**src/rtl/normshift_seq.sv**
```systemverilog
// Multi-cycle normalization shifter: coarse STEP-bit left shifts one per cycle, then a
// single fine shift, clamped so the total shift never exceeds the caller-supplied limit.
module normshift_seq #(
  parameter int W    = 128,
  parameter int NE   = 11,
  parameter int STEP = 8
) (
  input  logic                 clk,
  input  logic                 reset_n,
  input  logic                 Flush,
  input  logic                 InValid,
  output logic                 InReady,
  input  logic [W-1:0]         X,
  input  logic [NE+1:0]        ExpIn,
  input  logic [$clog2(W)-1:0] Limit,
  output logic                 OutValid,
  input  logic                 OutReady,
  output logic [W-1:0]         Shifted,
  output logic [$clog2(W)-1:0] ShiftAmt,
  output logic [NE+1:0]        NormExp,
  output logic                 ZeroRes,
  output logic                 LimitHit
);
  localparam int AW = $clog2(W);
  localparam int LW = $clog2(STEP) + 1;

  typedef enum logic [1:0] {IDLE, COARSE, DONE} state_t;

  state_t          state_reg;
  logic [W-1:0]    s_reg;
  logic [AW-1:0]   cnt_reg;
  logic [NE+1:0]   e_reg;
  logic [AW-1:0]   l_reg;
  logic [AW-1:0]   rem_reg;

  logic [STEP-1:0] top_bits;
  logic [LW-1:0]   top_lz;
  logic [AW-1:0]   top_lz_ext;
  logic [AW-1:0]   fine_amt;
  logic            coarse_ok;

  assign top_bits = s_reg[W-1 -: STEP];

  // Leading-zero count of the top window; an all-zero window counts as STEP.
  always_comb begin
    top_lz = LW'(STEP);
    for (int i = 0; i < STEP; i++) begin
      if (top_bits[i]) top_lz = LW'(STEP - 1 - i);
    end
  end

  assign top_lz_ext = AW'(top_lz);
  assign fine_amt   = (top_lz_ext < rem_reg) ? top_lz_ext : rem_reg;
  assign coarse_ok  = (top_bits == '0) && (rem_reg >= AW'(STEP));

  always_ff @(posedge clk or negedge reset_n) begin
    if (!reset_n) begin
      state_reg <= IDLE;
      s_reg     <= '0;
      cnt_reg   <= '0;
      e_reg     <= '0;
      l_reg     <= '0;
      rem_reg   <= '0;
    end else if (Flush) begin
      // Abort keeps the datapath registers; only the handshake state is cleared.
      state_reg <= IDLE;
    end else begin
      case (state_reg)
        IDLE: begin
          if (InValid) begin
            s_reg     <= X;
            e_reg     <= ExpIn;
            l_reg     <= Limit;
            rem_reg   <= Limit;
            cnt_reg   <= '0;
            state_reg <= COARSE;
          end
        end
        COARSE: begin
          if (coarse_ok) begin
            s_reg   <= s_reg << STEP;
            cnt_reg <= cnt_reg + AW'(STEP);
            rem_reg <= rem_reg - AW'(STEP);
          end else begin
            s_reg     <= s_reg << fine_amt;
            cnt_reg   <= cnt_reg + fine_amt;
            rem_reg   <= rem_reg - fine_amt;
            state_reg <= DONE;
          end
        end
        DONE: begin
          if (OutReady) state_reg <= IDLE;
        end
        default: state_reg <= IDLE;
      endcase
    end
  end

  assign InReady  = (state_reg == IDLE);
  assign OutValid = (state_reg == DONE);
  assign Shifted  = s_reg;
  assign ShiftAmt = cnt_reg;
  // Exponent wraps modulo 2^(NE+2); range checking belongs to the consumer.
  assign NormExp  = e_reg - (NE+2)'(cnt_reg);
  assign ZeroRes  = (s_reg == '0);
  assign LimitHit = (cnt_reg == l_reg) && !s_reg[W-1];

endmodule

```
**config.mk**
```make
export PLATFORM = sky130hd
export DESIGN_NAME = normshift_seq
export DESIGN_NICKNAME = d
export VERILOG_FILES = /design/src/rtl/normshift_seq.sv
export SDC_FILE = /design/constraint.sdc
export NUM_CORES = 1
export LEC_CHECK = 0
export ABC_AREA = 1
export CORE_ASPECT_RATIO = 1.5
export CORE_MARGIN = 2
export CORE_UTILIZATION = 45
export DETAILED_ROUTE_END_ITERATION = 16
export DONT_BUFFER_PORTS = 1
export GPL_TIMING_DRIVEN = 0
export PLACE_DENSITY = 0.59
export SYNTH_ARGS = -nofsm -noshare
export SYNTH_HDL_FRONTEND = slang
export SYNTH_SLANG_ARGS = --single-unit
```
**constraint.sdc**
```tcl
create_clock -name clk -period 4.33 [get_ports clk]
set_input_delay 0.866 -clock clk [delete_from_list [all_inputs] [get_ports clk]]
set_output_delay 0.866 -clock clk [all_outputs]
set_load 0.005 [all_outputs]
```
# After elaboration in Yosys (flattened, before gate mapping)
# Cells that the tools add are included.
# totals
regBits	164
output_inout_bits	152
elab_cells	55
inputBits	153
# classes
bitwise	1
n_shift	1
order_cmp	2
n_mux	23
addsub	5
eq_ne	7
reduce_logical	10
# op_table
op	n
2-to-1 mux 128 bit	2
one-hot mux 128 bit (2 select lines)	1
logical NOT 128 bit	1
<< shifter 128 x 7 -> 128 bit	1
2-to-1 mux 7 bit	5
2-to-1 mux 4 bit	8
one-hot mux 7 bit (2 select lines)	2
subtractor 13 x 7 -> 13 bit	1
AND reduction 3 bit	3
logical NOT 8 bit	1
2-to-1 mux 2 bit	4
adder 7 x 4 -> 7 bit, second input constant	1
adder 7 bit	1
== test 7 bit	1
greater-or-equal comparator 7 x 4 -> 1 bit, second input constant	1
< comparator 4 x 7 -> 1 bit	1
subtractor 7 x 4 -> 7 bit, second input constant	1
subtractor 7 bit	1
inequality test 3 bit, second input constant	2
one-hot mux 2 bit (3 select lines)	1
inequality test 3 x 2 -> 1 bit, second input constant	1
== test 2 x 1 -> 1 bit, second input constant	1
== test 2 bit, second input constant	1
logical AND 1 bit	2
other kinds (5)	5

# Logic depth before layout (Yosys ltp)
# logic_depth
ltp_word	13
ltp_mapped	29
depth_no_buf	27

# Worst setup path before layout
# Ideal clock, no wire load.
# synth_path
path_kind	reg2reg
from	register s_reg[127] (netlist: Shifted[127])
to	register rem_reg[6]
t_required_ns	4.247
synth_period_minus_slack_ns	3.701
stages_incl_launch_ff	23
t_arrival_ns	3.618
slack_ns	0.629
setup_ns	0.083
n_path_buf	2
path_cell_list	dfrtp_1 > nor4_1 > inv_1 > nor4_2 > ha_1 > and3_1 > nand2_2 > nand2_4 > nand2_1 > nand2_2 > buf_4 > buf_6 > ha_1 > fa_1 > nand3b_1 > and2_1 > inv_1 > nor2_1 > a32oi_1 > a21oi_1 > o21ai_0 > o211ai_1 > o21ai_0
# synth_via
elab_chain_len	6
word_cells_on_any_way	8
cone_classes	add/sub (1); order compare (1); mux (4); reduce/logical (2)
# synth_rtl
item	line	rtl
start: declaration	30	logic [W-1:0] s_reg;
start signal: assignment	81	s_reg <= s_reg << STEP;
start signal: assignment	85	s_reg <= s_reg << fine_amt;
2-to-1 mux 4 bit	48	if (top_bits[i]) top_lz = LW'(STEP - 1 - i);
< comparator 4 x 7 -> 1 bit	53	assign fine_amt = (top_lz_ext < rem_reg) ? top_lz_ext : rem_reg;
2-to-1 mux 7 bit	53	
subtractor 7 bit	87	rem_reg <= rem_reg - fine_amt;
2-to-1 mux 7 bit (*)	80	if (coarse_ok) begin
one-hot mux 7 bit (2 select lines) (*)	68	case (state_reg)
end signal: assignment	74	rem_reg <= Limit;
end signal: assignment	83	rem_reg <= rem_reg - AW'(STEP);
end signal: assignment	87	
end: declaration	34	logic [AW-1:0] rem_reg;
# Mark *: on every way between the ends. The rest lies on a longest branch, timed or not.
# A chain may end at the register's enable or synchronous reset.

# Worst setup path after layout
# layout_path
from	register s_reg[123] (netlist: Shifted[123])
to	register s_reg[55] (netlist: Shifted[55])
# layout_via
elab_chain_len	10
word_cells_on_any_way	12
cone_classes	order compare (1); shift (1); mux (8); reduce/logical (2)
# layout_rtl
item	line
2-to-1 mux 4 bit (5 in series)	48
< comparator 4 x 7 -> 1 bit	53
2-to-1 mux 7 bit	53
<< shifter 128 x 7 -> 128 bit	85
2-to-1 mux 128 bit (*)	80
one-hot mux 128 bit (2 select lines) (*)	68
# Marked as above.

==> results.sh <==
export IMPL_first_pass_iters=6
export IMPL_dieArea_mm2=0.0375
export IMPL_grt_pass1_vias=20100
export IMPL_drive_gt1_share_pct=6.54
export IMPL_n_fill_cell=3890
export IMPL_seq_area_frac_synth_pct=25.4
export IMPL_use_met2_pct=74.1
export IMPL_setup_tns_ns=0
export IMPL_synth_area_top_cells="dfrtp_1 (25%), nand3_1 (25%), nand2_1 (16%)"
export IMPL_total_power_uw=14600
export IMPL_start_kind="register"
export IMPL_die_w_um=159
export IMPL_place_gp_congestion=1.04
export IMPL_synth_most_common_cell="nand3_1"
export IMPL_grt_util_met1_pct=43.6
export IMPL_outcome="finished clean"
export IMPL_initial_utilization_pct=45.4
export IMPL_clk_pin_slew_ns=0.09
export IMPL_end_kind="register"
export IMPL_p_switching_uw=8710
export IMPL_tritoncts="yes"
export IMPL_skew_ns=0.0168
export IMPL_grt_pass1_wl_mm=121
export IMPL_drc=0
export IMPL_setup_viol=0
export IMPL_critPathArrivalTime_ns=4.61
export IMPL_crit_required_ns=4.74
export IMPL_ys_ff_latch=164
export IMPL_wirelength_mm=82.2
export IMPL_synthTopCellsByCount="nand3_1 (802), nand2_1 (689), inv_1 (217)"
export IMPL_dp_slack_ns=-0.873
export IMPL_num_vias=20600
export IMPL_yosysWarnings=0
export IMPL_swShare_pct=59.8
export IMPL_dp_final_hpwl_mm=62.7
export IMPL_worstPathMaxFanout=12
export IMPL_num_rows=85
export IMPL_wl_per_cell_um=25.2
export IMPL_clk_latency_ns=0.49
export IMPL_yosysTopAreaCellShare_pct=25.4
export IMPL_synth_edf_count=0
export IMPL_synth_main_ff_cell="dfrtp_1"
export IMPL_core_mm2=0.0356
export IMPL_clockRootBuffer="clkbuf_16"
export IMPL_cts_made_buffers=17
export IMPL_ir_worst_vdd_uv=335
export IMPL_fin_crit_sh_pct=97.0
export IMPL_power_frac_comb_pct=67.3
export IMPL_path_class="reg2reg"
export IMPL_fin_ws_ns=0.129
export IMPL_max_freq_mhz=238
export IMPL_largest_reg_flops=128
export IMPL_drt_iter0_markers=2106
export IMPL_htreeDepth=4
export IMPL_power_internal_uw=5860
export IMPL_boundaryPins=305
export IMPL_die_h_um=236
export IMPL_finalHoldViolCount=0
export IMPL_slew_viol_final=0
export IMPL_p_leak_uw=0.00873
export IMPL_period_minus_slack_ns=4.20
export IMPL_grt_max_degree=165
export IMPL_fin_nets=2950
export IMPL_busiest_layer="met2"
export IMPL_cts_sinks=164
export IMPL_tightest_slew_ns=1.38
export IMPL_yosys_cell_types_count=44
export IMPL_layout_cells_non_filler=3265
export IMPL_clockPowerShare_pct=11.5
export IMPL_hp_class="in2async"
export IMPL_cts_buffer_depth=2
export IMPL_met3_usage_pct=9.83
export IMPL_hold_ws_ns=0.0544
export IMPL_io_buffers=0
export IMPL_synthCells=2749
export IMPL_drv_cap=0
export IMPL_dp_cells=3228
export IMPL_synth_async_reset_ratio_pct=100
export IMPL_syn_area_per_cell_um2=5.88
export IMPL_p_seq_share_pct=21.2
export IMPL_antenna_found_initial=3
export IMPL_grt_use_total_pct=42.7
export IMPL_viasPerCell=6.30
export IMPL_relSlewSlack_pct=8.31
export IMPL_syn_cell_area_mm2=0.0162
export IMPL_power_density_mw_per_mm2=828
export IMPL_ant_nets=0
export IMPL_yosys_area_top_type="dfrtp_1"
export IMPL_syn2layout_area_growth_pct=8.83
export IMPL_grt_overflow=0
==> cell type report <==
class                   count  area [um2]  area share, %
plain buffers             187         876           4.98
flip-flops and latches    164        4110           23.4
diodes                      2        5.00         0.0285
multi-input cells        2168       10500           59.5
clock inverters            15         194           1.10
well taps                 478         598           3.40
clock buffers              17         425           2.42
repair buffers              8        63.8          0.363
inverters                 226         853           4.85
==> stage by stage <==
stage / util, % / cell area, um2
2_1_floorplan: - / 16200
3_3_place_gp: 47.1 / 16800
3_5_place_dp: 47.1 / 16800
4_1_cts: 49.0 / 17500
5_1_grt: 49.4 / 17600
6_report: 49.4 / 17600
==> power groups by stage <==
stage,registers [uW],clock network [uW],logic (uW)
after CTS,3060,1680,9380
after detailed placement,3080,0,9320
final,3090,1680,9800
after global placement,3080,0,9250
after global routing,3150,1730,10600
after floorplan,2590,0,6750
==> final timing paths <==
path                               from           end  slack [ns]  cells after the start
max in group asynchronous       reset_n  Shifted[125]        3.80                      0
min reg2reg                    e_reg[6]      e_reg[6]        0.52                      1
min                             reset_n   Shifted[83]        0.05                      0
max                        Shifted[123]   Shifted[55]        0.13                     20
max reg2reg                Shifted[123]   Shifted[55]        0.13                     20
min in group clk               ExpIn[5]      e_reg[5]        0.52                      1
==> per-layer routing <==
layer / up-vias / routed length (um)
met3: 414 / 7020
met2: 1287 / 39700
met4: 2 / 7800
met5: - / 16
met1: 9572 / 27700
li1: 9309 / -
==> cell usage in the layout, fill, tap and decap left out, drive strengths merged, types with 2 or more instances in the layout <==
cell type  netlist  final
nand3          802    802
nand2          694    694
inv            226    234
nor2           191    191
dfrtp          164    164
o21ai          154    154
a21oi          153    153
clkbuf          93    111
buf             99    101
nand4           32     32
ha              22     22
nor4            19     19
xor2            15     15
o211ai          13     13
a22oi           11     11
mux2            11     11
or2             11     11
clkinv           0      7
xnor2            6      6
o22ai            5      5
nor3             5      5
and2             4      4
o221ai           4      4
fa               3      3
diode            0      2
nand3b           2      2
conb             1      2
==> cells by family after synthesis <==
kind of cell | Yosys count | share of synthesized area, %
buffers and inverters | 418 | 10.7
AOI/OAI and AO/OA | 348 | 11.5
other | 1 | 0.0232
muxes | 11 | 0.766
xor gates and xnor gates | 21 | 1.14
DFF | 164 | 25.4
adders and majority gates | 25 | 2.07
and+or+nand+nor | 1761 | 48.4
==> worst max-delay path: stages (launching register included) <==
cell      delay (ns)
dfrtp_1         0.52
inv_2           0.09
a311oi_2        0.31
nor3_2          0.07
buf_4           0.18
ha_1            0.27
nand2_1         0.07
inv_1           0.04
nand2_1         0.06
nand2_1         0.07
nand2_2         0.15
nand2_8         0.12
nand2_1         0.13
o21ai_4         0.11
inv_2           0.26
buf_2           0.37
clkbuf_1        0.62
nand2_1         0.15
nand3_1         0.16
nand3_1         0.17
a21oi_1         0.18
==> timing repair <==
action,in CTS,in global routing
pin swaps,1,6
setup buffers,2,6
hold buffers,0,0
setup endpoints to repair,80,5
resized for setup,15,25
No activity file was read; power rests on OpenSTA's default activity.
